File: src/rtl/led_breathe_pkg.sv
// Shared types and constants for the LED breathing sequencer.
// The phase codes appear directly on the phase output.
package led_breathe_pkg;

    typedef enum logic [2:0] {
        ST_IDLE    = 3'd0,
        ST_UP      = 3'd1,
        ST_HOLD_HI = 3'd2,
        ST_DOWN    = 3'd3,
        ST_HOLD_LO = 3'd4
    } phase_t;

    localparam int unsigned PWM_BITS_DEFAULT = 8;

    function automatic int unsigned level_max(input int unsigned bits);
        return (32'd1 << bits) - 32'd1;
    endfunction

    localparam int unsigned LEVEL_MAX = level_max(PWM_BITS_DEFAULT);

endpackage

File: src/rtl/led_breathe_if.sv
// Run request, tick strobe and brightness outputs of the breathing sequencer.
// The sequencer is the slave; the tick source and the board logic form the master.
interface led_breathe_if #(
    parameter int unsigned PWM_BITS = 8
);
    logic                tick;
    logic                enable;
    logic                LED;
    logic [PWM_BITS-1:0] level;
    logic [2:0]          phase;

    modport master (
        output tick,
        output enable,
        input  LED,
        input  level,
        input  phase
    );

    modport slave (
        input  tick,
        input  enable,
        output LED,
        output level,
        output phase
    );
endinterface

File: src/rtl/led_pwm.sv
// PWM core: free-running counter, duty register that reloads only at the period
// boundary, and a registered compare driving the pin.
module led_pwm
    import led_breathe_pkg::*;
#(
    parameter int unsigned PWM_BITS = 8
) (
    input  logic                clk,
    input  logic                resetn,
    input  logic [PWM_BITS-1:0] level,
    output logic                LED
);

    localparam logic [PWM_BITS-1:0] CNT_MAX = PWM_BITS'(level_max(PWM_BITS));

    logic [PWM_BITS-1:0] pwm_cnt_q, pwm_cnt_d;
    logic [PWM_BITS-1:0] duty_q, duty_d;
    logic                led_q, led_d;

    // Next-state: duty reloads on the last count so every period is whole.
    always_comb begin
        pwm_cnt_d = pwm_cnt_q + PWM_BITS'(1);
        if (pwm_cnt_q == CNT_MAX) begin
            duty_d = level;
        end else begin
            duty_d = duty_q;
        end
        led_d = (pwm_cnt_q < duty_q);
    end

    // Counter, duty and output registers.
    always_ff @(posedge clk or negedge resetn) begin
        if (!resetn) begin
            pwm_cnt_q <= '0;
            duty_q    <= '0;
            led_q     <= 1'b0;
        end else begin
            pwm_cnt_q <= pwm_cnt_d;
            duty_q    <= duty_d;
            led_q     <= led_d;
        end
    end

    assign LED = led_q;

endmodule

File: src/rtl/led_breathe.sv
// Breathing LED sequencer: ramps brightness up, holds, ramps down, holds,
// pacing each one-unit step by a fixed number of upstream ticks.
module led_breathe
    import led_breathe_pkg::*;
#(
    parameter int unsigned PWM_BITS   = 8,
    parameter int unsigned STEP_TICKS = 4,
    parameter int unsigned HOLD_STEPS = 16
) (
    input  logic         clk,
    input  logic         resetn,
    led_breathe_if.slave bus
);

    localparam int unsigned TCW = (STEP_TICKS > 1) ? $clog2(STEP_TICKS) : 1;
    localparam int unsigned HCW = (HOLD_STEPS > 1) ? $clog2(HOLD_STEPS) : 1;
    localparam logic [TCW-1:0]      TICK_LAST = TCW'(STEP_TICKS - 1);
    localparam logic [HCW-1:0]      HOLD_LAST = HCW'(HOLD_STEPS - 1);
    localparam logic [PWM_BITS-1:0] LVL_MAX   = PWM_BITS'(level_max(PWM_BITS));

    phase_t              state_q, state_d;
    logic [PWM_BITS-1:0] level_q, level_d;
    logic [TCW-1:0]      tick_cnt_q, tick_cnt_d;
    logic [HCW-1:0]      hold_q, hold_d;
    logic                step_s;

    assign step_s = bus.tick && (tick_cnt_q == TICK_LAST);

    // Next-state logic; a dropped enable overrides any step event.
    always_comb begin
        state_d    = state_q;
        level_d    = level_q;
        tick_cnt_d = tick_cnt_q;
        hold_d     = hold_q;
        if ((state_q != ST_IDLE) && !bus.enable) begin
            state_d    = ST_IDLE;
            level_d    = '0;
            tick_cnt_d = '0;
            hold_d     = '0;
        end else begin
            if (bus.tick) begin
                tick_cnt_d = step_s ? '0 : (tick_cnt_q + TCW'(1));
            end else begin
                tick_cnt_d = tick_cnt_q;
            end
            case (state_q)
                ST_IDLE: begin
                    level_d    = '0;
                    tick_cnt_d = '0;
                    hold_d     = '0;
                    state_d    = bus.enable ? ST_UP : ST_IDLE;
                end
                ST_UP: begin
                    if (step_s && (level_q != LVL_MAX)) begin
                        level_d = level_q + PWM_BITS'(1);
                        if (level_q == (LVL_MAX - PWM_BITS'(1))) begin
                            state_d = ST_HOLD_HI;
                            hold_d  = '0;
                        end else begin
                            state_d = ST_UP;
                        end
                    end else begin
                        level_d = level_q;
                    end
                end
                ST_HOLD_HI: begin
                    if (step_s) begin
                        if (hold_q == HOLD_LAST) begin
                            state_d = ST_DOWN;
                            hold_d  = '0;
                        end else begin
                            hold_d = hold_q + HCW'(1);
                        end
                    end else begin
                        hold_d = hold_q;
                    end
                end
                ST_DOWN: begin
                    if (step_s && (level_q != '0)) begin
                        level_d = level_q - PWM_BITS'(1);
                        if (level_q == PWM_BITS'(1)) begin
                            state_d = ST_HOLD_LO;
                            hold_d  = '0;
                        end else begin
                            state_d = ST_DOWN;
                        end
                    end else begin
                        level_d = level_q;
                    end
                end
                ST_HOLD_LO: begin
                    if (step_s) begin
                        if (hold_q == HOLD_LAST) begin
                            state_d = ST_UP;
                            hold_d  = '0;
                        end else begin
                            hold_d = hold_q + HCW'(1);
                        end
                    end else begin
                        hold_d = hold_q;
                    end
                end
                default: begin
                    state_d    = ST_IDLE;
                    level_d    = '0;
                    tick_cnt_d = '0;
                    hold_d     = '0;
                end
            endcase
        end
    end

    // Sequencer state registers.
    always_ff @(posedge clk or negedge resetn) begin
        if (!resetn) begin
            state_q    <= ST_IDLE;
            level_q    <= '0;
            tick_cnt_q <= '0;
            hold_q     <= '0;
        end else begin
            state_q    <= state_d;
            level_q    <= level_d;
            tick_cnt_q <= tick_cnt_d;
            hold_q     <= hold_d;
        end
    end

    led_pwm #(
        .PWM_BITS (PWM_BITS)
    ) u_pwm (
        .clk    (clk),
        .resetn (resetn),
        .level  (level_q),
        .LED    (bus.LED)
    );

    assign bus.level = level_q;
    assign bus.phase = state_q;

endmodule

File: src/flat_wrapper.sv
// flat-port wrapper written by rule: the top's interface ports become plain ports
module led_breathe_flat import led_breathe_pkg::*;
#(
    parameter int unsigned PWM_BITS   = 8,
    parameter int unsigned STEP_TICKS = 4,
    parameter int unsigned HOLD_STEPS = 16
)
  (clk, resetn, bus_tick, bus_enable, bus_LED, bus_level, bus_phase);
  led_breathe_if #(.PWM_BITS(PWM_BITS)) bus_i ();
  input  logic clk;
  input  logic resetn;
  input wire logic [$bits(bus_i.tick)-1:0] bus_tick;
  input wire logic [$bits(bus_i.enable)-1:0] bus_enable;
  output wire logic [$bits(bus_i.LED)-1:0] bus_LED;
  output wire logic [$bits(bus_i.level)-1:0] bus_level;
  output wire logic [$bits(bus_i.phase)-1:0] bus_phase;
  assign bus_i.tick = bus_tick;
  assign bus_i.enable = bus_enable;
  assign bus_LED = bus_i.LED;
  assign bus_level = bus_i.level;
  assign bus_phase = bus_i.phase;
  led_breathe #(.PWM_BITS(PWM_BITS), .STEP_TICKS(STEP_TICKS), .HOLD_STEPS(HOLD_STEPS)) u_core (.clk(clk), .resetn(resetn), .bus(bus_i));
endmodule
File: config.mk
export PLATFORM = sky130hd
export DESIGN_NAME = led_breathe_flat
export DESIGN_NICKNAME = d
export VERILOG_FILES = /design/src/rtl/led_breathe_pkg.sv /design/src/rtl/led_breathe_if.sv /design/src/rtl/led_pwm.sv /design/src/rtl/led_breathe.sv /design/src/flat_wrapper.sv
export SDC_FILE = /design/constraint.sdc
export NUM_CORES = 1
export LEC_CHECK = 0
export BUFFER_PORTS_ARGS = -buffer_cell sky130_fd_sc_hd__buf_2
export CORE_MARGIN = 5
export CORE_UTILIZATION = 40
export DETAILED_ROUTE_END_ITERATION = 8
export PLACE_DENSITY = 0.67
export SLEW_MARGIN = 30
export SYNTH_ARGS = -nofsm -noshare
export SYNTH_HDL_FRONTEND = slang
export SYNTH_SLANG_ARGS = --single-unit
File: constraint.sdc
create_clock -name clk -period 3.82 [get_ports clk]
set_input_delay 0 -clock clk [delete_from_list [all_inputs] [get_ports clk]]
set_output_delay 0 -clock clk [all_outputs]
set_load 0.05 [all_outputs]
# [Word level (Yosys, flattened, before mapping)]
# Index checks and enable logic that the tools add are counted.
# W data, S select, Z words.
[word_totals] regBits=34 output_inout_bits=12 in_bits=4 mem_bits_rw=0 wordCells=74 n_memories=0 latchBits=0 rom_bits=0
[classes] n_eq_ne=21 bitwise_logic=0 div=0 n_mul=0 magnitude_cmp=1 n_addsub=5 n_mux=27 n_reduce_logical=13 n_shift=0
[op_table] op="$ne A3 B1 Y1 const B" n=10
[op_table] op="$mux W4" n=7
[op_table] op="$mux W3" n=8
[op_table] op="$mux W8" n=3
[op_table] op="$pmux W8 S3" n=1
[op_table] op="$add A8 B1 Y8 const B" n=2
[op_table] op="$eq A8 B8 Y1 const B" n=2
[op_table] op="$pmux W3 S5" n=1
[op_table] op="$pmux W4 S3" n=1
[op_table] op="$mux W2" n=5
[op_table] op="$eq A8 B1 Y1 const B" n=1
[op_table] op="$lt A8 B8 Y1" n=1
[op_table] op="$ne A8 B8 Y1 const B" n=1
[op_table] op="$reduce_bool A8 Y1" n=1
[op_table] op="$sub A8 B1 Y8 const B" n=1
[op_table] op="$eq A3 B2 Y1 const B" n=2
[op_table] op="$reduce_and A6 Y1" n=1
[op_table] op="$reduce_and A5 Y1" n=1
[op_table] op="$add A4 B1 Y4 const B" n=1
[op_table] op="$eq A4 B4 Y1 const B" n=1
[op_table] op="$logic_and A1 B1 Y1" n=4
[op_table] op="$reduce_or A4 Y1" n=1
[op_table] op="$eq A3 B1 Y1 const B" n=1
[op_table] op="$eq A3 B3 Y1 const B" n=1
[op_table] op="9 further kinds" n=9

# [Longest topological paths before layout]
[logic_depth] word_depth=6 mapped_depth=9 mapped_depth_nobuf=7

# [Modules after synthesis]
# Synthesis repeated with hierarchy kept, for this count alone.
[unflattened] hier_cells=212 hier_area_um2=2197.1
[modules_own_cells] mod="led_breathe" cells_per_inst=143 n_inst=1 seq_area_each_um2=425.4 area_per_inst_um2=1323.8
[modules_own_cells] mod="led_pwm" cells_per_inst=69 n_inst=1 seq_area_each_um2=425.4 area_per_inst_um2=873.3

# [Least setup slack after synthesis]
# No wires, ideal clock.
[synth_path] path_kind="register to register" startpoint="register u_core.level_q[1], in the netlist u_core.bus.level[1]" endpoint="register u_core.hold_q[2]" n_path_buf=1 arrival_ns=2.513 setup_ns=0.066 period_less_slack_ns=2.579 t_required_ns=3.754 path_stages_with_launch=9 setup_slack_ns=1.241 path_cell_list="dfrtp_1 clkbuf_1 inv_1 ha_1 a41oi_1 o22ai_1 a221o_1 or4b_1 nand2_1"
[synth_via] elab_chain_len=4 word_cells_on_any_way=11 classes_between="eq/ne: 7; reduce/logical: 4"
[synth_lines] element="from (decl)" line_no="led_breathe.sv:22" text="logic [PWM_BITS-1:0] level_q, level_d;"
[synth_lines] element="from (signal assigned)" line_no="led_breathe.sv:122" text="level_q <= level_d;"
[synth_lines] element="$ne A8 B8 Y1 / $reduce_bool A8 Y1 (equally long branches)" line_no="led_breathe.sv:54, led_breathe.sv:79"
[synth_lines] element="$logic_and A1 B1 Y1 (on tied branches)" line_no="led_breathe.sv:54, led_breathe.sv:79"
[synth_lines] element="$ne A3 B1 Y1 (no line)"
[synth_lines] element="$reduce_and A5 Y1 (no line) *"
[synth_lines] element="to (signal assigned)" line_no="led_breathe.sv:124" text="hold_q <= hold_d;"
[synth_lines] element="to (decl)" line_no="led_breathe.sv:24" text="logic [HCW-1:0] hold_q, hold_d;"
# Every way passes the cells marked *; elsewhere a longest branch is shown, timed or not.
# A chain may end at the register's enable or synchronous reset.

# [Worst setup path after layout]
[layout_path] startpoint="register u_core.state_q[1], in the netlist u_core.bus.phase[1]" endpoint="register u_core.level_q[6], in the netlist u_core.bus.level[6]"
[layout_via] elab_chain_len=4 word_cells_on_any_way=13 classes_between="eq/ne: 7; mux: 2; reduce/logical: 4"
[layout_lines] element="from (decl)" line_no="led_breathe.sv:21" text="phase_t state_q, state_d;"
[layout_lines] element="from (signal assigned)" line_no="led_breathe.sv:121" text="state_q <= state_d;"
[layout_lines] element="$eq A3 B2 Y1 (tied with other cells)" line_no="led_breathe.sv:46" text="case (state_q)"
[layout_lines] element="$reduce_or A2 Y1 (no line) / $logic_and A1 B1 Y1 (equally long branches)"
[layout_lines] element="$pmux W8 S3 (tied with other cells)" line_no="led_breathe.sv:46"
[layout_lines] element="$mux W8 / $reduce_and A3 Y1 (equally long branches)"
# Parallel ways exist; a longest one is shown, timed or not.

==> metrics.cfg <==
[status]
status=completed

[drt]
wl_microns=4390
wl_per_cell_microns=14.0
postRouteAntennaNets=0
route.detailed.drc=0
vias=1728
viasPerCell=5.50
drt-pass1-iter-count=4
drtIter0Drc=152

[global_route]
antenna_found_initial=0
grt_overflow=0
first_global_vias=1575
track_usage=0.146
grt_max_degree=35
grt_pass1_wl_microns=7490

[critical_path]
path_depth=6
critPathKind=reg -> reg
cp_top_family=simple AND/OR/NAND/NOR gates
reg2reg_to=u_core.bus.level[6]
crit_required_ps=3990
crit_path_end=u_core.bus.level[6]
timing.rr.start=u_core.bus.phase[1]
cp_data_arrival_time_ps=3040
startpoint=u_core.bus.phase[1]
r2r_cells=6
worstPathMaxFanout=16
critPathSlowestCell=nor3b_1
reg2reg_slack_ps=950
start_kind=flop
end_kind=flop
crit_chain=nor3b_1 > nand2_1 > o221ai_1 > nand2b_1 > a21oi_1 > o22a_1
slowest_delay_ps=810
path_buf_inv=0

[floorplanning]
die_y_microns=82.8
io_pins=16
core_sq_mm=0.00514
start_util=0.412
die_w_microns=82.8
die_area_sq_mm=0.00685
rows=26

[finish]
drive_gt1_frac=0.127
layout_common_cells=34 x dfrtp_1, 25 x o21ai_0, 21 x nand2_1
n_antenna_cell=0
fin_area_sq_mm=0.00233
fin_nets=262
final_common_cell=dfrtp_1
syn2layout_area_growth_pct=9.86

[clocking]
cts_num_sinks=34
path_clk_slew_ps=70
worstSkewPairLatency_ps=280
clock-root-buffer=clkbuf_8
cts_tree=yes
post_cts_buffers=0
cts_resized=0
cts_buffers=5
htreeDepth=2
clockBufferDepth=2
ctsHoldBuffers=1

[yosys]
postSynthAreaPerCell_sq_um=9.09
synth_top_flop_cell=dfrtp_1
ys_warn_count=0
synth_seq_area_share=0.402
netlist_instances=233
async_flop_share=1.00
syn_nets=252
synth-edff-count=0
yosysUniqueCellTypes=49
synth-seq-cells=34
netlist_area_sq_mm=0.00212

[power_and_ir_drop]
leakage_nw=1.04
powerDensity_mw_per_mm2=329
peakVddDrop_mv=0.141

[sta]
fmax_mhz=348
slew_violations=0
setup_tns_ps=0
period_share=0.751
worst_slew_pin_slew_ps=886
setup_violations=0
min_period_ps=2870
rsz0062_at_grt=false
hold_viol=0
slew_headroom=0.408
skew_ps=4.36

[worst_hold_path]
hp-class=in -> reg
min_path_cells=3

[place]
gp_congestion=0.922
port_buffers=15
dp_hpwl_microns=3130
place_area_sq_mm=0.00221

[flow_run]
maxCapViolations=0

## worst min-delay path by stage
| stage | slack, ps | start | endpoint |
|---|---|---|---|
| after floorplan | -300 | resetn | u_core.bus.level[0] |
| after global placement | 140 | resetn | u_core.hold_q[1] |
| after detailed placement | 130 | resetn | u_core.u_pwm.pwm_cnt_q[0] |
| after CTS | 20 | bus_enable | u_core.bus.phase[0] |
| after global routing | 30 | bus_enable | u_core.bus.phase[0] |
| final | 30 | bus_tick | u_core.tick_cnt_q[1] |
## state kept, by name, summed over array words and instances (netlist names)
register and flops:
u_core.u_pwm.pwm_cnt_q 8, u_core.u_pwm.LED 1, u_core.bus.phase 3, u_core.u_pwm.duty_q 8
u_core.tick_cnt_q 2, u_core.bus.level 8, u_core.hold_q 4
## layout make-up
cell class / instances / area [sq um]
sequential: 34 / 851
clock buffer: 5 / 68.8
fill: 508 / 2810
clock inverter: 3 / 40.0
multi-input combinational: 169 / 1130
timing repair buffer: 16 / 85.1
inverter: 17 / 63.8
tap: 70 / 87.6
## kinds of logic (layout without fill, tap and decap cells)
| kind of cell | Yosys count | in the layout | synth area share |
|---|---|---|---|
| buffers and inverters | 30 | 41 | 0.0644 |
| AO/OA/AOI/OAI | 63 | 63 | 0.188 |
| AND/OR/NAND/NOR | 79 | 79 | 0.204 |
| multiplexers | 4 | 4 | 0.0201 |
| adder cells (fa/ha/maj) | 15 | 15 | 0.0886 |
| XOR/XNOR | 8 | 8 | 0.0331 |
| flip-flops | 34 | 34 | 0.402 |
## per-stage QoR
step	cells	utilization	worst slack, ps	hold WS (ps)	total power [W]
after global routing	314	0.453	796	33.9	0.000797
after floorplan	233	-	1240	-296	0.000425
after CTS	314	0.453	1040	20.2	0.000774
after global placement	305	0.430	1170	137	0.000447
after detailed placement	305	0.430	1070	131	0.000447
final	314	0.453	949	26.6	0.000765
## tightest hold or removal path, stage by stage
cell and delay [ps]:
buf_2 110, mux2i_1 70, nor2_1 80
## Yosys cell counts (2+ instances only)
cell type | number | area (sq um)
a32oi_1 | 2 | 17.5
nor3_1 | 5 | 25.0
o21ai_0 | 25 | 125
dfrtp_1 | 34 | 851
and2_1 | 2 | 12.5
o41ai_1 | 2 | 17.5
o21a_1 | 2 | 15.0
nand2b_1 | 3 | 18.8
nand3_1 | 8 | 40.0
mux2_2 | 2 | 22.5
nand2_1 | 21 | 78.8
a41oi_1 | 2 | 17.5
nor2b_1 | 2 | 12.5
xor2_1 | 2 | 17.5
o31ai_1 | 6 | 45.0
inv_1 | 17 | 63.8
a21oi_1 | 13 | 65.1
buf_2 | 4 | 20.0
xnor2_1 | 6 | 52.6
nor2_1 | 16 | 60.1
mux2i_1 | 2 | 20.0
clkbuf_1 | 6 | 22.5
nand3b_1 | 4 | 30.0
nand4_1 | 6 | 37.5
buf_6 | 2 | 22.5
and4_1 | 2 | 17.5
ha_1 | 15 | 188
## per-layer routing
layer | global-route usage | vias to the layer above | part of all wire
li1 | - | 848 | -
met1 | 0.200 | 820 | 0.48
met2 | 0.216 | 54 | 0.45
met3 | 0.0356 | 6 | 0.056
met4 | 0.0670 | 0 | 0.013
met5 | 0 | - | 0
## power breakdown
group / internal (W) / switching [W]
Combinational: 0.0000214 / 0.0000467
Clock: 0.000192 / 0.000133
Sequential: 0.000363 / 0.00000886
Total: 0.000577 / 0.000189
Power figures use the tool's default switching activity.
